--- src/rtl/app_mult_sched.sv ---
// ---------------------------------------------------------------------------
// app_mult_sched
// Round-robin scheduler that time-shares one external combinational
// approximate multiplier between NREQ requesters. One operand pair is
// granted per IDLE cycle. The winner's operands are registered onto
// mult_a/mult_b, and the product is captured one cycle later. The result is
// returned with the requester index over a valid/ready handshake.
//
// Ports
//   clk        : clock, all state updates on the rising edge
//   rst        : synchronous active-high reset
//   req_valid  : per-requester request valid
//   req_ready  : per-requester grant (one-hot or zero, combinational)
//   req_a      : packed operand A, requester i at [i*WIDTH1 +: WIDTH1]
//   req_b      : packed operand B, requester i at [i*WIDTH2 +: WIDTH2]
//   mult_a     : registered operand A to the shared multiplier
//   mult_b     : registered operand B to the shared multiplier
//   mult_cin   : multiplier carry-in, always 0
//   mult_sum   : product returned by the shared multiplier
//   rsp_valid  : response valid
//   rsp_ready  : response consumer ready
//   rsp_sum    : registered product
//   rsp_id     : requester index of the response
//   busy       : high whenever the FSM is not in IDLE
//   ops_done   : completed-response counter, wraps 0xFFFF -> 0
// ---------------------------------------------------------------------------
module app_mult_sched #(
    parameter  int unsigned WIDTH1 = 8,
    parameter  int unsigned WIDTH2 = 8,
    parameter  int unsigned NREQ   = 4,
    localparam int unsigned IDW    = $clog2(NREQ),
    localparam int unsigned PW     = WIDTH1 + WIDTH2
) (
    input  logic                     clk,
    input  logic                     rst,
    input  logic [NREQ-1:0]          req_valid,
    output logic [NREQ-1:0]          req_ready,
    input  logic [NREQ*WIDTH1-1:0]   req_a,
    input  logic [NREQ*WIDTH2-1:0]   req_b,
    output logic [WIDTH1-1:0]        mult_a,
    output logic [WIDTH2-1:0]        mult_b,
    output logic                     mult_cin,
    input  logic [PW-1:0]            mult_sum,
    output logic                     rsp_valid,
    input  logic                     rsp_ready,
    output logic [PW-1:0]            rsp_sum,
    output logic [IDW-1:0]           rsp_id,
    output logic                     busy,
    output logic [15:0]              ops_done
);

    localparam int unsigned CNTW = 16;

    typedef enum logic [1:0] {
        ST_IDLE  = 2'd0,
        ST_ISSUE = 2'd1,
        ST_RESP  = 2'd2
    } state_e;

    state_e              state_q;
    logic [IDW-1:0]      rr_ptr_q;
    logic [IDW-1:0]      id_q;
    logic [WIDTH1-1:0]   mult_a_q;
    logic [WIDTH2-1:0]   mult_b_q;
    logic                rsp_valid_q;
    logic [PW-1:0]       rsp_sum_q;
    logic [IDW-1:0]      rsp_id_q;
    logic [CNTW-1:0]     ops_done_q;

    logic                grant_found;
    logic [IDW-1:0]      grant_idx;
    logic [IDW-1:0]      cand_idx;
    logic                grant_ok;
    logic [WIDTH1-1:0]   sel_a;
    logic [WIDTH2-1:0]   sel_b;

    // Round-robin search: start just after the last winner and wrap,
    // so the most recently served requester has the lowest priority.
    always_comb begin : rr_arbiter
        grant_found = 1'b0;
        grant_idx   = '0;
        cand_idx    = '0;
        for (int unsigned off = 1; off <= NREQ; off++) begin
            cand_idx = IDW'((32'(rr_ptr_q) + off) % NREQ);
            if (!grant_found && req_valid[cand_idx]) begin
                grant_found = 1'b1;
                grant_idx   = cand_idx;
            end
        end
    end

    // A grant is only offered from IDLE and never while reset is asserted.
    assign grant_ok  = (state_q == ST_IDLE) && !rst && grant_found;
    assign req_ready = grant_ok ? (NREQ'(1) << grant_idx) : '0;

    // Operand mux for the current winner.
    assign sel_a = req_a[32'(grant_idx) * WIDTH1 +: WIDTH1];
    assign sel_b = req_b[32'(grant_idx) * WIDTH2 +: WIDTH2];

    // Scheduler FSM and all registered outputs.
    always_ff @(posedge clk) begin
        if (rst) begin
            state_q     <= ST_IDLE;
            rr_ptr_q    <= IDW'(NREQ - 1);
            id_q        <= '0;
            mult_a_q    <= '0;
            mult_b_q    <= '0;
            rsp_valid_q <= 1'b0;
            rsp_sum_q   <= '0;
            rsp_id_q    <= '0;
            ops_done_q  <= '0;
        end else begin
            unique case (state_q)
                ST_IDLE: begin
                    if (grant_found) begin
                        mult_a_q <= sel_a;
                        mult_b_q <= sel_b;
                        id_q     <= grant_idx;
                        rr_ptr_q <= grant_idx;
                        state_q  <= ST_ISSUE;
                    end
                end
                ST_ISSUE: begin
                    // Operands were stable for a full cycle; product has settled.
                    rsp_sum_q   <= mult_sum;
                    rsp_id_q    <= id_q;
                    rsp_valid_q <= 1'b1;
                    state_q     <= ST_RESP;
                end
                ST_RESP: begin
                    if (rsp_valid_q && rsp_ready) begin
                        rsp_valid_q <= 1'b0;
                        ops_done_q  <= ops_done_q + CNTW'(1);
                        state_q     <= ST_IDLE;
                    end
                end
                default: begin
                    state_q <= ST_IDLE;
                end
            endcase
        end
    end

    assign mult_a    = mult_a_q;
    assign mult_b    = mult_b_q;
    assign mult_cin  = 1'b0;
    assign rsp_valid = rsp_valid_q;
    assign rsp_sum   = rsp_sum_q;
    assign rsp_id    = rsp_id_q;
    assign busy      = (state_q != ST_IDLE);
    assign ops_done  = ops_done_q;

endmodule

--- config.mk ---
export PLATFORM = sky130hd
export DESIGN_NAME = app_mult_sched
export DESIGN_NICKNAME = d
export VERILOG_FILES = /design/src/rtl/app_mult_sched.sv
export SDC_FILE = /design/constraint.sdc
export NUM_CORES = 1
export LEC_CHECK = 0
export CORE_ASPECT_RATIO = 2
export CORE_MARGIN = 2
export CORE_UTILIZATION = 43
export DETAILED_ROUTE_END_ITERATION = 12
export GPL_TIMING_DRIVEN = 0
export PLACE_DENSITY_LB_ADDON = 0.3
export SKIP_LAST_GASP = 1
export SLEW_MARGIN = 20
export SYNTH_ARGS = -nofsm -noshare
export SYNTH_HDL_FRONTEND = slang
export SYNTH_SLANG_ARGS = --single-unit
--- constraint.sdc ---
create_clock -name clk -period 3.32 [get_ports clk]
set_input_delay 0.83 -clock clk [delete_from_list [all_inputs] [get_ports clk]]
set_output_delay 0.83 -clock clk [all_outputs]
set_load 0.05 [all_outputs]
# ---- Yosys cells after proc, flatten, opt, wreduce, memory -nomap -nowiden
# Index checks and enable logic that the tools add are counted.
# Widths: inputs -> output; s select.
dict set report word_totals {
  inputBits 87
  ff_bits 57
  out_inout_bits 57
}
dict set report op_classes {
  n_eq_ne 4
  reduce_logical 17
  addsub 5
  order_cmp 4
  n_mux 22
  n_shift 3
}
# operator count
set ops {}
lappend ops {{$shiftx 32x6->8} 2}
lappend ops {{$add 16x1->16 const B} 1}
lappend ops {{$lt 2x3->1 const B} 4}
lappend ops {{$mux 2} 6}
lappend ops {{$mux 1} 9}
lappend ops {{$bmux 1 s2} 4}
lappend ops {{$reduce_and 2->1} 4}
lappend ops {{$logic_and 1x1->1} 6}
lappend ops {{$pmux 2 s3} 1}
lappend ops {{$add 2x1->2 const B} 2}
lappend ops {{$add 2x2->2 const B} 2}
lappend ops {{$logic_not 1->1} 4}
lappend ops {{$mux 4} 1}
lappend ops {{$ne 2x2->1 const B} 2}
lappend ops {{$reduce_bool 2->1} 2}
lappend ops {{$shl 1x2->4 const A} 1}
lappend ops {{$eq 2x1->1 const B} 1}
lappend ops {{$eq 2x2->1 const B} 1}
lappend ops {{$logic_not 2->1} 1}
lappend ops {{$pmux 1 s2} 1}

# ---- Depth between registers and ports, before layout
# Gate-level depths: netlist of the first run.
dict set report depth {
  ltp_word 15
  ltp_mapped 8
}

# ---- Worst setup path before layout of the first run
# No wires, ideal clock.
dict set report synth_timing {
  path_type {input to output}
  from {input port req_valid[3]}
  to {output port req_ready[0]}
  cell_stages 5
  required_ps 2490
  n_path_buf 2
  arrival_time_ps 2144
  slack_ps 346
  cell_sequence {buf_6 > or3_1 > o311ai_4 > buf_2 > and2_1}
}
dict set report synth_between {
  elab_chain_cells 14
}
# item line_no
set synth_lines {}
lappend synth_lines {{start: declaration} 36} ;# input logic [NREQ-1:0] req_valid,
lappend synth_lines {{$bmux 1 s2} 85} ;# if (!grant_found && req_valid[cand_idx]) begin
lappend synth_lines {{$mux 1 (implied by the code)} 85}
lappend synth_lines {{$mux 1} 85}
lappend synth_lines {{$logic_not 1->1} 85}
lappend synth_lines {{$logic_and 1x1->1} 85}
lappend synth_lines {{$mux 1} 85}
lappend synth_lines {{$logic_not 1->1} 85}
lappend synth_lines {{$logic_and 1x1->1} 85}
lappend synth_lines {{$mux 1} 85}
lappend synth_lines {{$logic_not 1->1} 85}
lappend synth_lines {{$logic_and 1x1->1} 85}
lappend synth_lines {{$mux 2 / $mux 1 (equally long branches)} 85}
lappend synth_lines {{$shl 1x2->4 / $logic_and 1x1->1 (equally long branches)} {94, 93}}
lappend synth_lines {{$mux 4 *} 94} ;# assign req_ready = grant_ok ? (NREQ'(1) << grant_idx) : '0;
lappend synth_lines {{end: declaration} 37} ;# output logic [NREQ-1:0] req_ready,
# Mark *: on every way between the ends. The rest lies on a longest branch, timed or not. The select of a mux whose other input is x is not followed.

# ---- Final worst setup path of the first run
dict set report layout_timing {
  from {input port req_valid[2]}
  to {output port req_ready[3]}
}
# The elaborated chain is that of the path after synthesis.

==> impl_metrics.toml, run 1 <==
[die]
fp-row-count = 41
die_area_mm2 = 0.007283
die_w_um = 61.36
core_mm2 = 0.006361
die_y_um = 118.7
ioPinCount = 144
start_util_pct = 44.47

[detailed_routing]
firstDrtPassIters = 4
drc = 0
antenna_left = 0
drt_iter0_markers = 220
wl_per_cell_um = 15.59
drt-total-wl_um = 8948
vias = 3095
via_per_inst = 5.392

[finish]
final_util_pct = 73.37
fin_cells = 574
area_delta_synth_final_pct = 64.97
multi_input_area_mm2 = 0.001526
finalNetCount = 571
drive_above_1_share_pct = 9.836
nFillCells = 511
antenna_cells = 0
area.sequential_mm2 = 0.001141

[yosys]
synth_edf_count = 0
yosys.area.top_type = "dfxtp_1"
synth-seq-cells = 57
yosysUniqueCellTypes = 45
async_reset_ff_share_pct = 0
syn_area_mm2 = 0.002829
synth_area_per_cell_um2 = 8.573
synthFlopType = "dfxtp_1"
synth_top_area_share_pct = 40.34
synth_most_common_cell = "dfxtp_1"
synthTopCellsByArea = "dfxtp_1 (40%), nand2_1 (6.5%), a21oi_1 (5.7%)"
synth_nets = 418
syn_inst = 330
synth_common_cells = "dfxtp_1 (57), nand2_1 (49), a21oi_1 (32)"
yosysSeqAreaShare_pct = 40.34
ys_warn_count = 0

[placement]
io_buffers = 140
dpl.cell_count = 556
hpwl_um = 6830
place.gp.congestion = 0.8351

[global_route]
grt_max_degree = 11
antenna_found_initial = 0
grt_pass1_vias = 3070
gr-usage-all-layers_pct = 25.46
globalRoute.totalOverflow = 0
grt_pass1_wl_um = 14130

[sta]
fin_crit_sh_pct = 94.59
fmaxAchievable_mhz = 318.4
finalMaxSlewViolations = 0
final_hold_viol_count = 0
tightest_slew_ns = 0.5431
rsz0062_at_grt = "false"
min_period_ns = 3.140
setup_tns_ns = 0
setup_viol = 0
fin_skew_ns = 0.004657
relSlewSlack_pct = 63.68
hold-worst-slack_ns = 0.4502

[worst_setup_path]
crit_chain = "dlygate4sd2_1 -> nor2_4 -> a21o_1 -> buf_2 -> nor2_2 -> and3_1 -> buf_2"
critPathBufInv = 3
crit_top_cell = "buf_2"
crit_path_end_kind = "primary output"
cp-start-kind = "primary input"
crit_family = "buffers and inverters"
cp.arrival_ns = 2.31
path_class = "in -> out"
crit_required_ns = 2.49
rr_startpoint = "state_q[0]$_SDFFE_PP0P_"
crit_path_start = "req_valid[2]"
cp_max_fo = 9
crit_slowest_cell = "dlygate4sd2_1"
critical_path.max_stage_delay_ns = 0.39

[cts]
clk_transition_reported_paths_ns = 0.05
cts.path.max_buffers = 2
cts_root_buf = "clkbuf_16"
cts_tree = "built"
htree_levels = 3
numCtsBuffers = 9
cts_sinks = 57
ctsHoldBuffers = 0
insertion_delay_ns = 0.32

[status]
status = "completed"

[power_and_ir_drop]
power_w = 0.002673
leakagePower_nw = 1.741
power_density_mw_per_mm2 = 572.7
ir_drop_uv = 423.6

[job]
maxCapViolCount = 0

[hold_path]
min-delay-start = "rsp_sum[10]$_SDFFE_PP0P_"
min_path_type = "reg -> reg"
-- through the flow --
| step | instance area [µm²] | worst slack (ns) |
|---|---|---|
| 3_3_place_gp | 4338 | -0.8537 |
| 5_1_grt | 4667 | 0.06684 |
| 4_1_cts | 4667 | 0.1965 |
| 6_report | 4667 | 0.1796 |
| 3_5_place_dp | 4338 | -0.8572 |
| 2_1_floorplan | 2829 | 0.3457 |
-- tightest hold or removal path, cell delays in order (launching register included) --
cell,delay (ns)
dfxtp_1,0.30
nand2_1,0.05
a21oi_1,0.05
-- registers in the layout, indices dropped and copies added (netlist names) --
register / flops
ops_done: 16
rsp_sum: 16
mult_a: 8
mult_b: 8
id_q: 2
rr_ptr_q: 2
rsp_id: 2
state_q: 2
rsp_valid: 1
-- where the power goes --
| group | internal (W) | leakage, nW | total (W) | switching [W] |
|---|---|---|---|---|
| combinational | 0.000354 | 1.11 | 0.000874 | 0.000520 |
| sequential | 0.000759 | 0.467 | 0.000807 | 0.0000487 |
| clock | 0.000675 | 0.159 | 0.000992 | 0.000316 |
-- kinds of logic after synthesis --
group                      after synthesis  share of synthesized area (%)
buffers and inverters                   31                          5.970
xor gates and xnor gates                13                          4.025
AOI/OAI and AO/OA                      113                          26.93
DFF                                     57                          40.34
adders and majority gates                1                         0.4422
other                                    1                         0.1326
muxes                                   16                          5.661
and+or+nand+nor                         98                          16.50
-- routing by layer --
layer / vias up / GRT usage, % / wire length (µm) / share of wire, %
met5: - / 0 / 0 / 0
met4: 0 / 11.44 / 131 / 1.5
met3: 10 / 4.486 / 402 / 4.5
met2: 113 / 47.47 / 5275 / 59
met1: 1458 / 25.20 / 3139 / 35
li1: 1514 / - / - / -
-- what timing repair did --
action,4_1_cts,5_1_grt
endpoints found under the setup margin,4,0
resized for setup,27,0
setup buffers,2,0
-- cell usage in the layout, fill, tap and decap left out, types with 8 or more instances in the layout --
| cell | n |
|---|---|
| clkbuf_16 | 9 |
| clkdlybuf4s50_1 | 134 |
| nand2_1 | 49 |
| mux2i_1 | 16 |
| buf_4 | 8 |
| clkbuf_1 | 12 |
| a221oi_1 | 16 |
| nor2_1 | 18 |
| a21oi_1 | 32 |
| o22ai_1 | 17 |
| o21ai_0 | 22 |
| dfxtp_1 | 57 |
| o211ai_1 | 18 |
| xor2_1 | 10 |
| buf_2 | 8 |
-- path summary, 6_finish.rpt --
| kind | end | slack, ns | cells after the start |
|---|---|---|---|
| max | req_ready[3] | 0.18 | 7 |
| min | rsp_sum[10]$_SDFFE_PP0P_ | 0.45 | 2 |
| max reg2reg | mult_a[7]$_SDFFE_PP0P_ | 1.45 | 6 |
| min reg2reg | rsp_sum[10]$_SDFFE_PP0P_ | 0.45 | 2 |
-- final cells by class --
type                    count  area share, %
plain buffers              28          3.432
clock buffers              11          5.201
clock inverters             5          1.689
flip-flops and latches     57          24.45
inverters                   3         0.2413
repair buffers            142          29.97
well taps                  86          2.306
multi-input cells         242          32.71
(Power assumes the default switching activity.)
==> run 2, diff against run 1 <==
Settings changed: CTS_CLUSTER_SIZE from default to 14.
==> results of run 2 <==
The final DEF is identical to that of run 1; final timing and power are the same.
==> run 3, diff against run 2 <==
Settings changed: ABC_AREA from default to 1, CORE_UTILIZATION 43 to 45, CTS_CLUSTER_DIAMETER from default to 100.
==> run 3 against run 2 <==
Effect of this change: clock power shrank 7.2%; largest cell class is now multi-input gates; count of clock-buffer cells in the layout is 1 lower; largest power group is now combinational logic; via count up 22%; critical endpoint unchanged; highest routed layer unchanged.
==> impl_metrics.toml, run 3 <==
[detailed_routing]
firstDrtPassIters = 4
drt_iter0_markers = 194
drc = 0
route.top_layer_used = "met4"
wl_met2_um = 6365
routed-wl-met3_um = 497
wl_met1_um = 3502
antenna_left = 0
vias = 3782
via_per_inst = 5.342
drt-total-wl_um = 10990
wl_per_cell_um = 15.52

[cts]
cts_tree = "built"
cts_sinks = 57
numCtsBuffers = 9
cts_root_buf = "clkbuf_16"
ctsHoldBuffers = 0
cts.path.max_buffers = 2
htree_levels = 3
insertion_delay_ns = 0.32
clk_transition_reported_paths_ns = 0.05

[power_and_ir_drop]
power_w = 0.005762
ir_drop_uv = 847.7
leakagePower_nw = 2.114
power_density_mw_per_mm2 = 1145

[yosys]
synth_edf_count = 0
yosys.area.top_type = "dfxtp_1"
yosysUniqueCellTypes = 33
syn_area_mm2 = 0.003088
synth_top_area_share_pct = 36.95
ys_warn_count = 0
synth_nets = 547
yosysSeqAreaShare_pct = 36.95
synthTopCellsByArea = "dfxtp_1 (37%), nand3_1 (12%), nor2_1 (11%)"
syn_inst = 459
async_reset_ff_share_pct = 0
synthFlopType = "dfxtp_1"
synth_area_per_cell_um2 = 6.728
synth_most_common_cell = "nor2_1"
synth_common_cells = "nor2_1 (92), nand2_1 (73), nand3_1 (72)"
synth-seq-cells = 57

[sta]
fin_skew_ns = 0.004197
fin_crit_sh_pct = 97.14
rsz0062_at_grt = "false"
min_period_ns = 3.225
hold-worst-slack_ns = 0.4666
tightest_slew_ns = 0.5678
worst_slack_ns = 0.09501
setup_viol = 0
final_hold_viol_count = 0
fmaxAchievable_mhz = 310.1
finalMaxSlewViolations = 0
relSlewSlack_pct = 62.14
setup_tns_ns = 0

[job]
maxCapViolCount = 0

[die]
die_w_um = 62.58
die_area_mm2 = 0.007581
fp-row-count = 42
ioPinCount = 144
core_mm2 = 0.006621
die_y_um = 121.2
start_util_pct = 46.64

[global_route]
grt_pass1_vias = 3917
globalRoute.totalOverflow = 0
antenna_found_initial = 0
gr-usage-all-layers_pct = 29.64
grt_max_degree = 20
grt_pass1_wl_um = 17590

[worst_setup_path]
ff2ff_path_depth = 15
crit_path_end_kind = "primary output"
r2r_slack_ns = 0.82
cp_max_fo = 10
path_class = "in -> out"
cp.arrival_ns = 2.39
cp-start-kind = "primary input"
crit_required_ns = 2.49

[finish]
mostFrequentLayoutCells = "clkdlybuf4s50_1 (133), nor2_1 (92), nand3_1 (70)"
fin_cells = 708
area_delta_synth_final_pct = 62.97
nFillCells = 527
area.sequential_mm2 = 0.001141
drive_above_1_share_pct = 12.10
antenna_cells = 0
multi_input_area_mm2 = 0.001729
finalNetCount = 703
mostFrequentLayoutCell = "clkdlybuf4s50_1"

[placement]
place.gp.congestion = 0.9463
place_ws_ns = -0.9144
dpl.cell_count = 688
hpwl_um = 8363
io_buffers = 141

[status]
status = "completed"

[hold_path]
min_path_type = "reg -> reg"
min_path_cells = 2
## run 3: changes by cell type after synthesis, moves of 17 or more
cell	delta
nor2_1	+73
nand3_1	+70
inv_1	+28
nand2_1	+24
o21ai_0	+21
a21oi_1	-19
o22ai_1	-17
## run 3: path summary, 6_finish.rpt
check | endpoint | startpoint
hold / removal | id_q[0]$_SDFFE_PP0P_ | id_q[0]$_SDFFE_PP0P_
setup reg to reg | mult_b[6]$_SDFFE_PP0P_ | rr_ptr_q[1]$_SDFFE_PP1P_
setup / recovery | req_ready[3] | req_valid[0]
hold reg to reg | id_q[0]$_SDFFE_PP0P_ | id_q[0]$_SDFFE_PP0P_
## run 3: timing repair
item	CTS	global route
buffers inserted	6	0
pin swaps	8	0
cloned	0	0
setup endpoints to repair	4	2
resized for setup	52	1
## run 3: final cells by class
type	count	share of cell area, %
well taps	88	2.188
flip-flops and latches	57	22.68
clock buffers	10	4.749
inverters	34	2.635
clock inverters	6	1.343
repair buffers	147	29.02
multi-input cells	343	34.36
plain buffers	23	3.033
## run 3: cell families after synthesis
logic type	Yosys count	synth area share, %
simple gates	278	41.94
flops	57	36.95
other cells	1	0.1214
xor+xnor	1	0.2837
fa+ha+maj	1	0.4051
buf+inv	59	9.603
compound gates	62	10.70
## run 3: per-stage QoR
step / util [%] / area (µm²)
2_1_floorplan: - / 3098
3_3_place_gp: 69.77 / 4619
3_5_place_dp: 69.77 / 4619
4_1_cts: 75.91 / 5026
5_1_grt: 76.00 / 5032
6_report: 76.00 / 5032
## run 3: metal layers
layer / track usage, % / up-vias
met3: 4.917 / 39
met2: 60.69 / 172
met1: 25.32 / 1752
met4: 18.33 / 0
li1: - / 1819
met5: 0 / -
## run 3: power by group
group	switching (W)	leakage (nW)	internal [W]	total [W]
registers	0.000110	0.468	0.000885	0.000996
clock network	0.000320	0.145	0.000601	0.000921
logic	0.00255	1.50	0.00129	0.00385
total	0.00298	2.11	0.00278	0.00576
## run 3: worst max-delay path: stages
cell and delay (ns):
dlygate4sd2_1 0.27, nand2_1 0.09, nand2_2 0.07, nand2_2 0.09, nand2_2 0.09, nor2_4 0.13, nand3_2 0.11, inv_1 0.07
nor2_1 0.06, buf_4 0.19, nor3_4 0.21, buf_6 0.18
